### src/rtl/y86_pkg.sv
// Shared Y86-64 definitions for the fetch stage: instruction codes, the
// fetch FSM state encoding and the "no register" marker.
package y86_pkg;

    localparam logic [3:0] I_HALT   = 4'h0;
    localparam logic [3:0] I_NOP    = 4'h1;
    localparam logic [3:0] I_RRMOVQ = 4'h2;
    localparam logic [3:0] I_IRMOVQ = 4'h3;
    localparam logic [3:0] I_RMMOVQ = 4'h4;
    localparam logic [3:0] I_MRMOVQ = 4'h5;
    localparam logic [3:0] I_OPQ    = 4'h6;
    localparam logic [3:0] I_JXX    = 4'h7;
    localparam logic [3:0] I_CALL   = 4'h8;
    localparam logic [3:0] I_RET    = 4'h9;
    localparam logic [3:0] I_PUSHQ  = 4'hA;
    localparam logic [3:0] I_POPQ   = 4'hB;

    localparam logic [3:0] REG_NONE = 4'hF;

    typedef enum logic [2:0] {
        IDLE    = 3'd0,
        FETCH   = 3'd1,
        PRESENT = 3'd2,
        WAIT_PC = 3'd3,
        HALT    = 3'd4
    } fetch_state_e;

endpackage

### src/rtl/fetch_len.sv
// Combinational instruction-format lookup: byte length, presence of a
// register byte and of an 8-byte constant, and whether the icode is illegal.
module fetch_len
    import y86_pkg::*;
(
    input  logic [3:0] icode,
    output logic [3:0] len,
    output logic       has_regs,
    output logic       has_valc,
    output logic       invalid
);

    always_comb begin
        len      = 4'd1;
        has_regs = 1'b0;
        has_valc = 1'b0;
        invalid  = 1'b0;
        case (icode)
            I_HALT, I_NOP, I_RET: begin
                len = 4'd1;
            end
            I_RRMOVQ, I_OPQ, I_PUSHQ, I_POPQ: begin
                len      = 4'd2;
                has_regs = 1'b1;
            end
            I_JXX, I_CALL: begin
                len      = 4'd9;
                has_valc = 1'b1;
            end
            I_IRMOVQ, I_RMMOVQ, I_MRMOVQ: begin
                len      = 4'd10;
                has_regs = 1'b1;
                has_valc = 1'b1;
            end
            default: begin
                len     = 4'd1;
                invalid = 1'b1;
            end
        endcase
    end

endmodule

### src/rtl/fetch_unit.sv
// Byte-serial Y86-64 instruction fetch: pulls one byte per acked memory
// request, assembles the decoded fields and hands them to decode.
//
// state   | meaning
// IDLE    | waiting for start after reset
// FETCH   | requesting bytes at PC+count until the instruction is complete
// PRESENT | decoded instruction offered to decode, waiting for out_ready
// WAIT_PC | instruction handed off, waiting for the next PC from later stages
// HALT    | halt or invalid instruction seen; only start resumes fetching
module fetch_unit
    import y86_pkg::*;
(
    input  logic        clk,
    input  logic        rst_n,
    input  logic        start,
    input  logic [63:0] start_pc,
    output logic        mem_req,
    output logic [63:0] mem_addr,
    input  logic        mem_ack,
    input  logic [7:0]  mem_rdata,
    output logic        out_valid,
    input  logic        out_ready,
    output logic [3:0]  icode,
    output logic [3:0]  ifun,
    output logic [3:0]  rA,
    output logic [3:0]  rB,
    output logic [63:0] valC,
    output logic [63:0] valP,
    output logic        instr_invalid,
    input  logic        pc_load,
    input  logic [63:0] pc_next,
    output logic        halted
);

    fetch_state_e state_q, state_d;

    logic [63:0] pc_q;
    logic [3:0]  cnt_q;
    logic [3:0]  icode_q, ifun_q, ra_q, rb_q;
    logic [63:0] valc_q, valp_q;
    logic        invalid_q;

    logic [3:0]  len_icode;
    logic [3:0]  len;
    logic        has_regs, has_valc, len_invalid;
    logic [3:0]  valc_first;
    logic        byte_ok, last_byte;
    logic        ld_start, ld_pc;

    // Byte 0 decodes straight off the bus; later bytes use the latched icode.
    assign len_icode = (cnt_q == 4'd0) ? mem_rdata[7:4] : icode_q;

    fetch_len u_len (
        .icode    (len_icode),
        .len      (len),
        .has_regs (has_regs),
        .has_valc (has_valc),
        .invalid  (len_invalid)
    );

    assign valc_first = has_regs ? 4'd2 : 4'd1;
    assign byte_ok    = (state_q == FETCH) && mem_ack;
    assign last_byte  = byte_ok && (cnt_q == (len - 4'd1));

    always_ff @(posedge clk or negedge rst_n) begin
        if (!rst_n) begin
            state_q <= IDLE;
        end else begin
            state_q <= state_d;
        end
    end

    always_comb begin
        state_d   = state_q;
        mem_req   = 1'b0;
        out_valid = 1'b0;
        halted    = 1'b0;
        ld_start  = 1'b0;
        ld_pc     = 1'b0;
        case (state_q)
            IDLE: begin
                if (start) begin
                    ld_start = 1'b1;
                    state_d  = FETCH;
                end
            end
            FETCH: begin
                mem_req = 1'b1;
                if (last_byte) begin
                    state_d = PRESENT;
                end
            end
            PRESENT: begin
                out_valid = 1'b1;
                if (out_ready) begin
                    if (icode_q == I_HALT || invalid_q) begin
                        state_d = HALT;
                    end else begin
                        state_d = WAIT_PC;
                    end
                end
            end
            WAIT_PC: begin
                if (pc_load) begin
                    ld_pc   = 1'b1;
                    state_d = FETCH;
                end
            end
            HALT: begin
                halted = 1'b1;
                if (start) begin
                    ld_start = 1'b1;
                    state_d  = FETCH;
                end
            end
            default: begin
                state_d = IDLE;
            end
        endcase
    end

    // Constant bytes arrive LSB first, so shifting each into the top lands
    // the first one at bits [7:0] after all eight.
    always_ff @(posedge clk or negedge rst_n) begin
        if (!rst_n) begin
            pc_q      <= 64'd0;
            cnt_q     <= 4'd0;
            icode_q   <= 4'd0;
            ifun_q    <= 4'd0;
            ra_q      <= 4'd0;
            rb_q      <= 4'd0;
            valc_q    <= 64'd0;
            valp_q    <= 64'd0;
            invalid_q <= 1'b0;
        end else if (ld_start) begin
            pc_q  <= start_pc;
            cnt_q <= 4'd0;
        end else if (ld_pc) begin
            pc_q  <= pc_next;
            cnt_q <= 4'd0;
        end else if (byte_ok) begin
            cnt_q <= last_byte ? 4'd0 : cnt_q + 4'd1;
            if (cnt_q == 4'd0) begin
                icode_q   <= mem_rdata[7:4];
                ifun_q    <= mem_rdata[3:0];
                ra_q      <= REG_NONE;
                rb_q      <= REG_NONE;
                valc_q    <= 64'd0;
                invalid_q <= len_invalid;
            end else begin
                if (has_regs && cnt_q == 4'd1) begin
                    ra_q <= mem_rdata[7:4];
                    rb_q <= mem_rdata[3:0];
                end
                if (has_valc && cnt_q >= valc_first) begin
                    valc_q <= {mem_rdata, valc_q[63:8]};
                end
            end
            if (last_byte) begin
                valp_q <= pc_q + {60'd0, len};
            end
        end
    end

    assign mem_addr      = mem_req ? (pc_q + {60'd0, cnt_q}) : 64'd0;
    assign icode         = icode_q;
    assign ifun          = ifun_q;
    assign rA            = ra_q;
    assign rB            = rb_q;
    assign valC          = valc_q;
    assign valP          = valp_q;
    assign instr_invalid = invalid_q;

endmodule

### config.mk
export PLATFORM = sky130hd
export DESIGN_NAME = fetch_unit
export DESIGN_NICKNAME = d
export VERILOG_FILES = /design/src/rtl/y86_pkg.sv /design/src/rtl/fetch_len.sv /design/src/rtl/fetch_unit.sv
export SDC_FILE = /design/constraint.sdc
export NUM_CORES = 1
export LEC_CHECK = 0
export CAP_MARGIN = 10
export CORE_ASPECT_RATIO = 0.6
export CORE_MARGIN = 5
export CORE_UTILIZATION = 45
export CTS_CLUSTER_DIAMETER = 150
export DETAILED_ROUTE_END_ITERATION = 8
export PLACE_DENSITY = 0.77
export REMOVE_ABC_BUFFERS = 1
export SLEW_MARGIN = 5
export SYNTH_ARGS = -nofsm -noshare
export SYNTH_HDL_FRONTEND = slang
export SYNTH_SLANG_ARGS = --single-unit
### constraint.sdc
create_clock -name clk -period 9.3 [get_ports clk]
set_clock_uncertainty 0.15 [all_clocks]
set_input_delay 1.86 -clock clk [delete_from_list [all_inputs] [get_ports clk]]
set_output_delay 1.86 -clock clk [all_outputs]
set_load 0.005 [all_outputs]
# After elaboration in Yosys (flattened, before gate mapping)
# Index checks and enable logic that the tools add are counted.
[word_totals] register_bits=216 in_bits=142 word_cells=96 output_inout_bits=212
[op_classes] n_addsub=4 bitwise_logic=2 n_eq_ne=21 magnitude_cmp=1 reduce_logical=26 n_mux=32
[op_table] op="$mux 64" n=5
[op_table] op="$add 64x4->64" n=2
[op_table] op="$mux 4" n=9
[op_table] op="$reduce_and 4->1" n=5
[op_table] op="$eq 4x3->1 const B" n=4
[op_table] op="$eq 4x4->1 const B" n=4
[op_table] op="$mux 3" n=5
[op_table] op="$logic_not 4->1" n=3
[op_table] op="$pmux 3 s4" n=1
[op_table] op="$pmux 4 s3" n=1
[op_table] op="$reduce_or 12->1" n=1
[op_table] op="$mux 1" n=10
[op_table] op="$eq 4x1->1 const B" n=2
[op_table] op="$eq 4x2->1 const B" n=2
[op_table] op="$reduce_or 7->1" n=1
[op_table] op="$eq 3x2->1 const B" n=2
[op_table] op="$ne 2x2->1 const B" n=3
[op_table] op="$reduce_bool 2->1" n=3
[op_table] op="$reduce_or 5->1" n=1
[op_table] op="$add 4x1->4 const B" n=1
[op_table] op="$eq 4x4->1" n=1
[op_table] op="$ge 4x2->1" n=1
[op_table] op="$logic_and 1x1->1" n=4
[op_table] op="$reduce_or 2->1" n=2
[op_table] op="12 further kinds" n=13

# Logic depth before layout (Yosys ltp)
# Gate-level depths: netlist (run 1).
[depth] ltp_word=12 depth_mapped=17 depth_no_buf=16

# Modules after synthesis
# A second synthesis (run 1) with hierarchy kept.
[unflattened] hier_cells=1304 hier_area_um2=12125.4
[by_module_without_submodules] module="fetch_unit" area_per_inst_um2=12020.3 seq_area_each_um2=5405.2 instances=1 cells_each=1291
[by_module_without_submodules] module="fetch_len" area_per_inst_um2=105.1 seq_area_each_um2=0.0 instances=1 cells_each=13

# Worst setup path after synthesis (run 1)
# No wires, ideal clock.
[synth_path] path_type="input-to-reg" start="input port mem_rdata[6]" end="register valp_q[52] (netlist: valP[52])" path_buffers=1 required_ps=9067 arrival_ps=4408 stages=15 setup_slack_ps=4659 setup_time_ps=83 cell_sequence="nor2b_1 a221oi_2 nor2_1 inv_1 ha_1 inv_1 fa_1 and3b_1 o21a_1 buf_2 nand3_1 nor2_1 nand4_1 xor2_1 o21ai_0"
[synth_via] elab_chain_cells=8 word_cells_on_any_way=19 classes_between="add/sub (2); eq/ne (10); mux (2); reduce/logical (5)"
[synth_lines] element="from (decl)" line="fetch_unit.sv:20" rtl="input logic [7:0] mem_rdata,"
[synth_lines] element="$mux 4 (*)"
[synth_lines] element="$eq 4x2->1 (tied with other cells)" line="fetch_len.sv:18" rtl="case (icode)"
[synth_lines] element="$reduce_or 4->1 (tied with other cells)"
[synth_lines] element="$pmux 4 s3 (*)" line="fetch_len.sv:18"
[synth_lines] element="parallel branches: the longest is 4 deep, another holds $add 64x4->64"
[synth_lines] element="to (signal assigned)" line="fetch_unit.sv:160" rtl="valp_q <= pc_q + {60'd0, len};"
[synth_lines] element="to (decl)" line="fetch_unit.sv:40" rtl="logic [63:0] valc_q, valp_q;"
# Mark *: on every way between the ends.
# A chain may end at the register's enable or synchronous reset.

# Final worst setup path (run 1)
[layout_path] start="register cnt_q[0]" end="output port mem_addr[52]"
[layout_via] elab_chain_cells=2
[layout_lines] element="from (decl)" line="fetch_unit.sv:38" rtl="logic [3:0] cnt_q;"
[layout_lines] element="from (signal assigned)" line="fetch_unit.sv:142" rtl="cnt_q <= last_byte ? 4'd0 : cnt_q + 4'd1;"
[layout_lines] element="$add 64x4->64" line="fetch_unit.sv:165" rtl="assign mem_addr = mem_req ? (pc_q + {60'd0, cnt_q}) : 64'd0;"
[layout_lines] element="$mux 64" line="fetch_unit.sv:165"
[layout_lines] element="to (decl)" line="fetch_unit.sv:18" rtl="output logic [63:0] mem_addr,"
# No other way between the ends.

==> metrics.cfg, run 1 <==
[layout]
fill_cells=2227
final_cell_mix=clkdlybuf4s50_1 (352), dfrtp_1 (216), nor2_1 (161)
regArea_mm2=0.00541
final_common_cell=clkdlybuf4s50_1
finalNonFillerCells=1947
design_area_mm2=0.0162
final_nets=1726
multi_input_area_mm2=0.00597
area_delta_synth_final_pct=37.1
drive_gt1_share_pct=4.42

[pwr]
power_leakage_nw=6.51
p_per_area_mw_per_mm2=318
p_total_mw=5.16
vdd_drop_max_mv=0.156

[timing]
drv_slew=0
final.period_utilization_pct=64.9
hold_viol_final=0
worstMarginPinSlew_ns=1.09
setup_tns_ns=0
rsz0062_at_grt=no
slew_headroom_pct=27.3
fin_crit_ns=6.04
fmax_mhz=166
setup_viol=0
whs_ns=0.328

[floorplanning]
ios=354
rows=46
die_w_um=219
die_h_um=136
core_area_mm2=0.0262
start_util_pct=45.2
die_area_mm2=0.0298

[hold_path]
hold_depth=2
worst_hold_path_type=reg2reg

[worst_setup_path]
crit_chain=ha_1 > fa_1 > a21o_1 > a21o_1 > nand4_1 > nor2_1 > nand4_1 > xor2_1 > nor2_1 > clkdlybuf4s50_1
cp-start-kind=register
rr_endpoint=valP[48]
cp_slowest_cell=nor2_1
worstReg2RegStart=cnt_q[1]
endpoint=mem_addr[52]
critPathRequiredTime_ns=7.29
path_max_fanout=9
ff2ff_setup_slack_ns=4.52
slowest_delay_ns=0.64
crit_arrival_ns=4.03
endpoint_kind=output pin
crit_start=cnt_q[0]
reg2reg_depth=16
crit_type=reg2out

[grt]
use_met3_pct=7.26
met2_usage_pct=40.3
grt_overflow_total=0
met1_usage_pct=36.5
grt_pass1_wl_um=62000
antenna_found_initial=4
grt_max_degree=109
grt_use_total_pct=26.4
grt_pass1_vias=10600
top_usage_layer=met2

[route]
viasPerCell=5.58
drc=0
vias=10900
wirelength_um=40300
drt_iter0_markers=821
drt-pass1-iter-count=5
wl_per_cell_um=20.7
final_antenna_net_count=0

[run_status]
status=complete, no violations

[yosys]
synth-edff-count=0
syn_inst=1279
syn_area_mm2=0.0118
synth_warnings=0
ys_types=62
ys_ff_latch=216
async_flop_share_pct=100
synth.area.top_cells=dfrtp_1 (46%), mux2i_1 (5.9%), nor2_1 (5.1%)
seq_area_frac_synth_pct=45.6
synth-main-ff-cell=dfrtp_1
synth_top_area_cell=dfrtp_1
syn_avg_cell_area_um2=9.26
synth_top_area_share_pct=45.6

[clocking]
cts_max_path_buffers=3
clockRootBuffer=clkbuf_16
insertion_delay_ns=0.52
cts.sinks=216
ctsResizeCount=0
clk_pin_slew_worst_paths_ns=0.06
tritoncts=done
postCtsHoldBufs=0
cts-buffers-inserted=22
ctsHtreeMaxLevel=1
postCtsSetupBuffers=0

[placed_design]
gp_congestion=0.921
io_buffer_count=353
dpl_cell_area_mm2=0.0155
dpl.hpwl_um=30100
dp_cells=1904

[job]
cap_violations=0

==> area by class of cell <==
class	instances	area share, %
Inverter	18	0.416
Clock inverter	5	0.308
Tap cell	360	2.77
Timing Repair Buffer	363	22.3
Sequential cell	216	33.3
Clock buffer	33	4.08
Multi-Input combinational cell	948	36.7
Antenna cell	4	0.0616
==> cell usage after synthesis, types with 31 or more instances <==
master and count:
a21oi_1 78, a22o_1 65, buf_2 31, clkbuf_1 48, dfrtp_1 216, mux2i_1 70, nand2_1 142, nand4_1 39
nor2_1 162, o21ai_0 76, xnor2_1 51, xor2_1 62
==> power by group <==
| part | leakage [nW] | internal [mW] | switching (mW) |
|---|---|---|---|
| Clock | 0.355 | 0.518 | 0.372 |
| Sequential | 2.68 | 1.27 | 0.474 |
| Combinational | 3.47 | 1.24 | 1.29 |
| Total | 6.51 | 3.02 | 2.14 |
==> kinds of logic (layout without fill, tap and decap cells) <==
kind of cell | after synthesis | count (layout) | share of synthesized area (%)
AO/OA/AOI/OAI | 259 | 259 | 14.1
XOR/XNOR | 113 | 113 | 8.35
adder cells (fa/ha/maj) | 15 | 15 | 1.71
buffers and inverters | 115 | 419 | 4.28
flip-flops | 216 | 216 | 45.6
multiplexers | 77 | 77 | 6.61
other | 0 | 4 | 0
AND/OR/NAND/NOR | 484 | 484 | 19.4
==> worst min-delay path by stage <==
stage	from	endpoint	slack, ns
3_3_place_gp	valP[44]	valP[44]	0.31
3_5_place_dp	valP[31]	valP[31]	0.32
4_1_cts	valP[31]	valP[31]	0.33
6_report	valP[53]	valP[53]	0.33
2_1_floorplan	valP[10]	valP[10]	0.32
5_1_grt	valP[20]	valP[20]	0.36
==> through the flow <==
| step | utilization (%) | setup slack [ns] |
|---|---|---|
| 2_1_floorplan | - | 1.17 |
| 3_3_place_gp | 59.2 | 3.49 |
| 3_5_place_dp | 59.2 | 3.31 |
| 4_1_cts | 61.9 | 3.24 |
| 5_1_grt | 62.0 | 3.06 |
| 6_report | 62.0 | 3.26 |
==> flip-flops by register name (all words and copies together), names as in the netlist <==
name,flops
pc_q,64
icode,4
valP,64
cnt_q,4
instr_invalid,1
state_q,3
rA,4
valC,64
ifun,4
rB,4
==> critical path, delay by kind of cell (launching register included) <==
kind	cells	cell delay (ns)
xor gates and xnor gates	1	0.17
AOI/OAI and AO/OA	2	0.45
and+or+nand+nor	4	1.35
adders and majority gates	2	0.47
buffers and inverters	1	0.56
DFF	1	0.52
==> routing by layer <==
metal,vias up,part of all wire [%]
li1,5043,-
met1,5291,43
met2,457,45
met3,77,8.8
met4,0,3.5
met5,-,0
Power figures use the tool's default switching activity.
==> run 2: changes to the inputs <==
--- a/config.mk
+++ b/config.mk
@@ -8,7 +8,7 @@
 export CAP_MARGIN = 10
 export CORE_ASPECT_RATIO = 0.6
 export CORE_MARGIN = 5
-export CORE_UTILIZATION = 45
+export CORE_UTILIZATION = 43
 export CTS_CLUSTER_DIAMETER = 150
 export DETAILED_ROUTE_END_ITERATION = 8
 export PLACE_DENSITY = 0.77
==> constraint.sdc (replaced) <==
create_clock -name clk -period 5 [get_ports clk]
set_clock_uncertainty 0.15 [all_clocks]
set_input_delay 1 -clock clk [delete_from_list [all_inputs] [get_ports clk]]
set_output_delay 1 -clock clk [all_outputs]
set_load 0.005 [all_outputs]
==> run 2 against run 1 <==
Cell count up 1.2%. Largest power group unchanged. Register-to-register slack worse by 3.9 ns. Combinational power up 92%. Largest cell class unchanged. Worst setup slack worse by 3.1 ns.
==> metrics.cfg, run 2 (synthesized netlist as in run 1, its figures left out) <==
[layout]
area_delta_synth_final_pct=39.7  ; was 37.1%
final_common_cell=clkdlybuf4s50_1  ; unchanged
finalNonFillerCells=1971  ; was 1947
multi_input_area_mm2=0.00598  ; was 0.00597 mm2
design_area_mm2=0.0166  ; was 0.0162 mm2
final_cell_mix=clkdlybuf4s50_1 (352), dfrtp_1 (216), nor2_1 (160)  ; was clkdlybuf4s50_1 (352), dfrtp_1 (216), nor2_1 (161)
fill_cells=2324  ; was 2227
drive_gt1_share_pct=5.86  ; was 4.42%
final_util_pct=60.5  ; was 62.0%
regArea_mm2=0.00541  ; unchanged
final_nets=1745  ; was 1726

[timing]
drv_slew=0  ; unchanged
worstMarginPinSlew_ns=1.12  ; was 1.09 ns
whs_ns=0.330  ; was 0.328 ns
fin_crit_ns=4.87
final.period_utilization_pct=97.4
slew_headroom_pct=25.4  ; was 27.3%
rsz0062_at_grt=no  ; unchanged
fmax_mhz=205
setup_viol=0  ; unchanged
hold_viol_final=0  ; unchanged

[clocking]
ctsHtreeMaxLevel=1  ; unchanged
cts-buffers-inserted=22  ; unchanged
clockRootBuffer=clkbuf_16  ; unchanged
tritoncts=done  ; unchanged
clk_pin_slew_worst_paths_ns=0.07  ; was 0.06 ns
insertion_delay_ns=0.52  ; about the same
cts_max_path_buffers=3  ; unchanged
cts.sinks=216  ; unchanged

[floorplanning]
ios=354  ; unchanged
rows=47  ; was 46
die_area_mm2=0.0311  ; was 0.0298 mm2
core_area_mm2=0.0273  ; was 0.0262 mm2
die_w_um=224  ; was 219 um
die_h_um=139  ; was 136 um
start_util_pct=43.3  ; was 45.2%

[placed_design]
dpl_cell_area_mm2=0.0157  ; was 0.0155 mm2
gp_congestion=0.967  ; was 0.921
dp_cells=1929  ; was 1904
io_buffer_count=353  ; unchanged
dpl.hpwl_um=30800  ; was 30100 um

[worst_setup_path]
crit_arrival_ns=3.72  ; was 4.03 ns
endpoint_kind=output pin  ; unchanged
ff2ff_setup_slack_ns=0.65  ; was 4.52 ns
critical_path.top_delay_family=simple AND/OR/NAND/NOR gates  ; unchanged
slowest_delay_ns=0.56  ; was 0.64 ns
critPathRequiredTime_ns=3.85  ; was 7.29 ns
path_max_fanout=11  ; was 9
crit_chain=and4_2 > nand4_4 > or2_2 > or3_1 > or3_1 > a21oi_1 > clkdlybuf4s50_1  ; was ha_1 > fa_1 > a21o_1 > a21o_1 > nand4_1 > nor2_1 > nand4_1 > xor2_1 > nor2_1 > clkdlybuf4s50_1
cp_slowest_cell=clkdlybuf4s50_1  ; was nor2_1
cp_common_cell=or3_1
cp-start-kind=register  ; unchanged
path_buf_inv=1  ; unchanged
crit_type=reg2out  ; unchanged

[hold_path]
worst_hold_path_type=reg2reg  ; unchanged

[pwr]
power_leakage_nw=6.66  ; was 6.51 nW
p_per_area_mw_per_mm2=606  ; was 318 mW/mm2
vdd_drop_max_mv=0.271  ; was 0.156 mV
p_total_mw=10.0  ; was 5.16 mW

[route]
viasPerCell=5.58  ; about the same
final_antenna_net_count=0  ; unchanged
vias=11000  ; was 10.9k
wl_per_cell_um=21.0  ; was 20.7 um
drc=0  ; unchanged
drt-pass1-iter-count=5  ; unchanged
wirelength_um=41300  ; was 40300 um
drt_iter0_markers=1070  ; was 821

[grt]
grt_pass1_vias=10700  ; was 10.6k
grt_max_degree=125  ; was 109
antenna_found_initial=2  ; was 4
grt_overflow_total=0  ; unchanged
grt_use_total_pct=25.4  ; was 26.4%
grt_pass1_wl_um=63200  ; was 62000 um

[job]
cap_violations=0  ; unchanged

[run_status]
status=complete, no violations  ; unchanged

==> run 2: worst register-to-register path, stage by stage, from the launching register on <==
cell and delay [ns]:
dfrtp_1 0.50, inv_1 0.15, ha_1 0.22, or3b_2 0.53
a221oi_2 0.34, nor2_1 0.17, inv_1 0.09, ha_1 0.17
inv_1 0.06, fa_1 0.40, and3b_1 0.25, o21a_1 0.26
nand3_1 0.20, nor2_1 0.14, buf_4 0.18, nand4_1 0.12
xor2_1 0.16, o21ai_0 0.16
==> run 2: stage by stage <==
stage | setup slack [ns] | TNS, ns
finish | 0.128 | 0
global route | 0.0199 | 0
CTS | 0.0412 | 0
detailed placement | 0.327 | 0
global placement | 0.460 | 0
floorplan | -2.27 | -135.32
==> run 2: power by group <==
part           internal (mW)  switching (mW)  leakage, nW
Combinational           2.36            2.51         3.58
Sequential              2.36           0.850         2.68
Clock                   1.23           0.728        0.408
Total                   5.95            4.09         6.66
==> run 2: path summary, 6_finish.rpt <==
check | from | depth (start not counted) | endpoint
setup / recovery | pc_q[6] | 7 | mem_addr[33]
hold / removal | valP[47] | 2 | valP[47]
min in group asynchronous | rst_n | 1 | valC[4]
max in group asynchronous | rst_n | 2 | pc_q[15]
hold reg to reg | valP[47] | 2 | valP[47]
setup reg to reg | cnt_q[1] | 17 | valP[52]
==> run 2: cell type report <==
cell class,count,area share [%]
sequential,216,32.7
clock buffer,28,3.71
multi-input combinational,948,36.1
timing repair buffer,382,22.9
inverter,18,0.408
tap,367,2.77
clock inverter,11,1.42
antenna,1,0.0151
==> run 2: per-layer routing <==
metal  part of all wire, %  routed length (um)  global-route usage, %
met5                 0.031                  13                      0
met4                   2.4                1000                   5.48
met3                   8.1                3330                   5.97
met2                    47               19300                   40.6
met1                    43               17700                   35.6
==> run 2: timing repair <==
| action | 4_1_cts | 5_1_grt |
|---|---|---|
| resized for setup | 1 | 2 |
| pin swaps | 0 | 1 |
| hold buffers | 0 | 0 |
| cloned | 0 | 0 |
| setup endpoints to repair | 3 | 5 |
| buffers inserted | 0 | 2 |
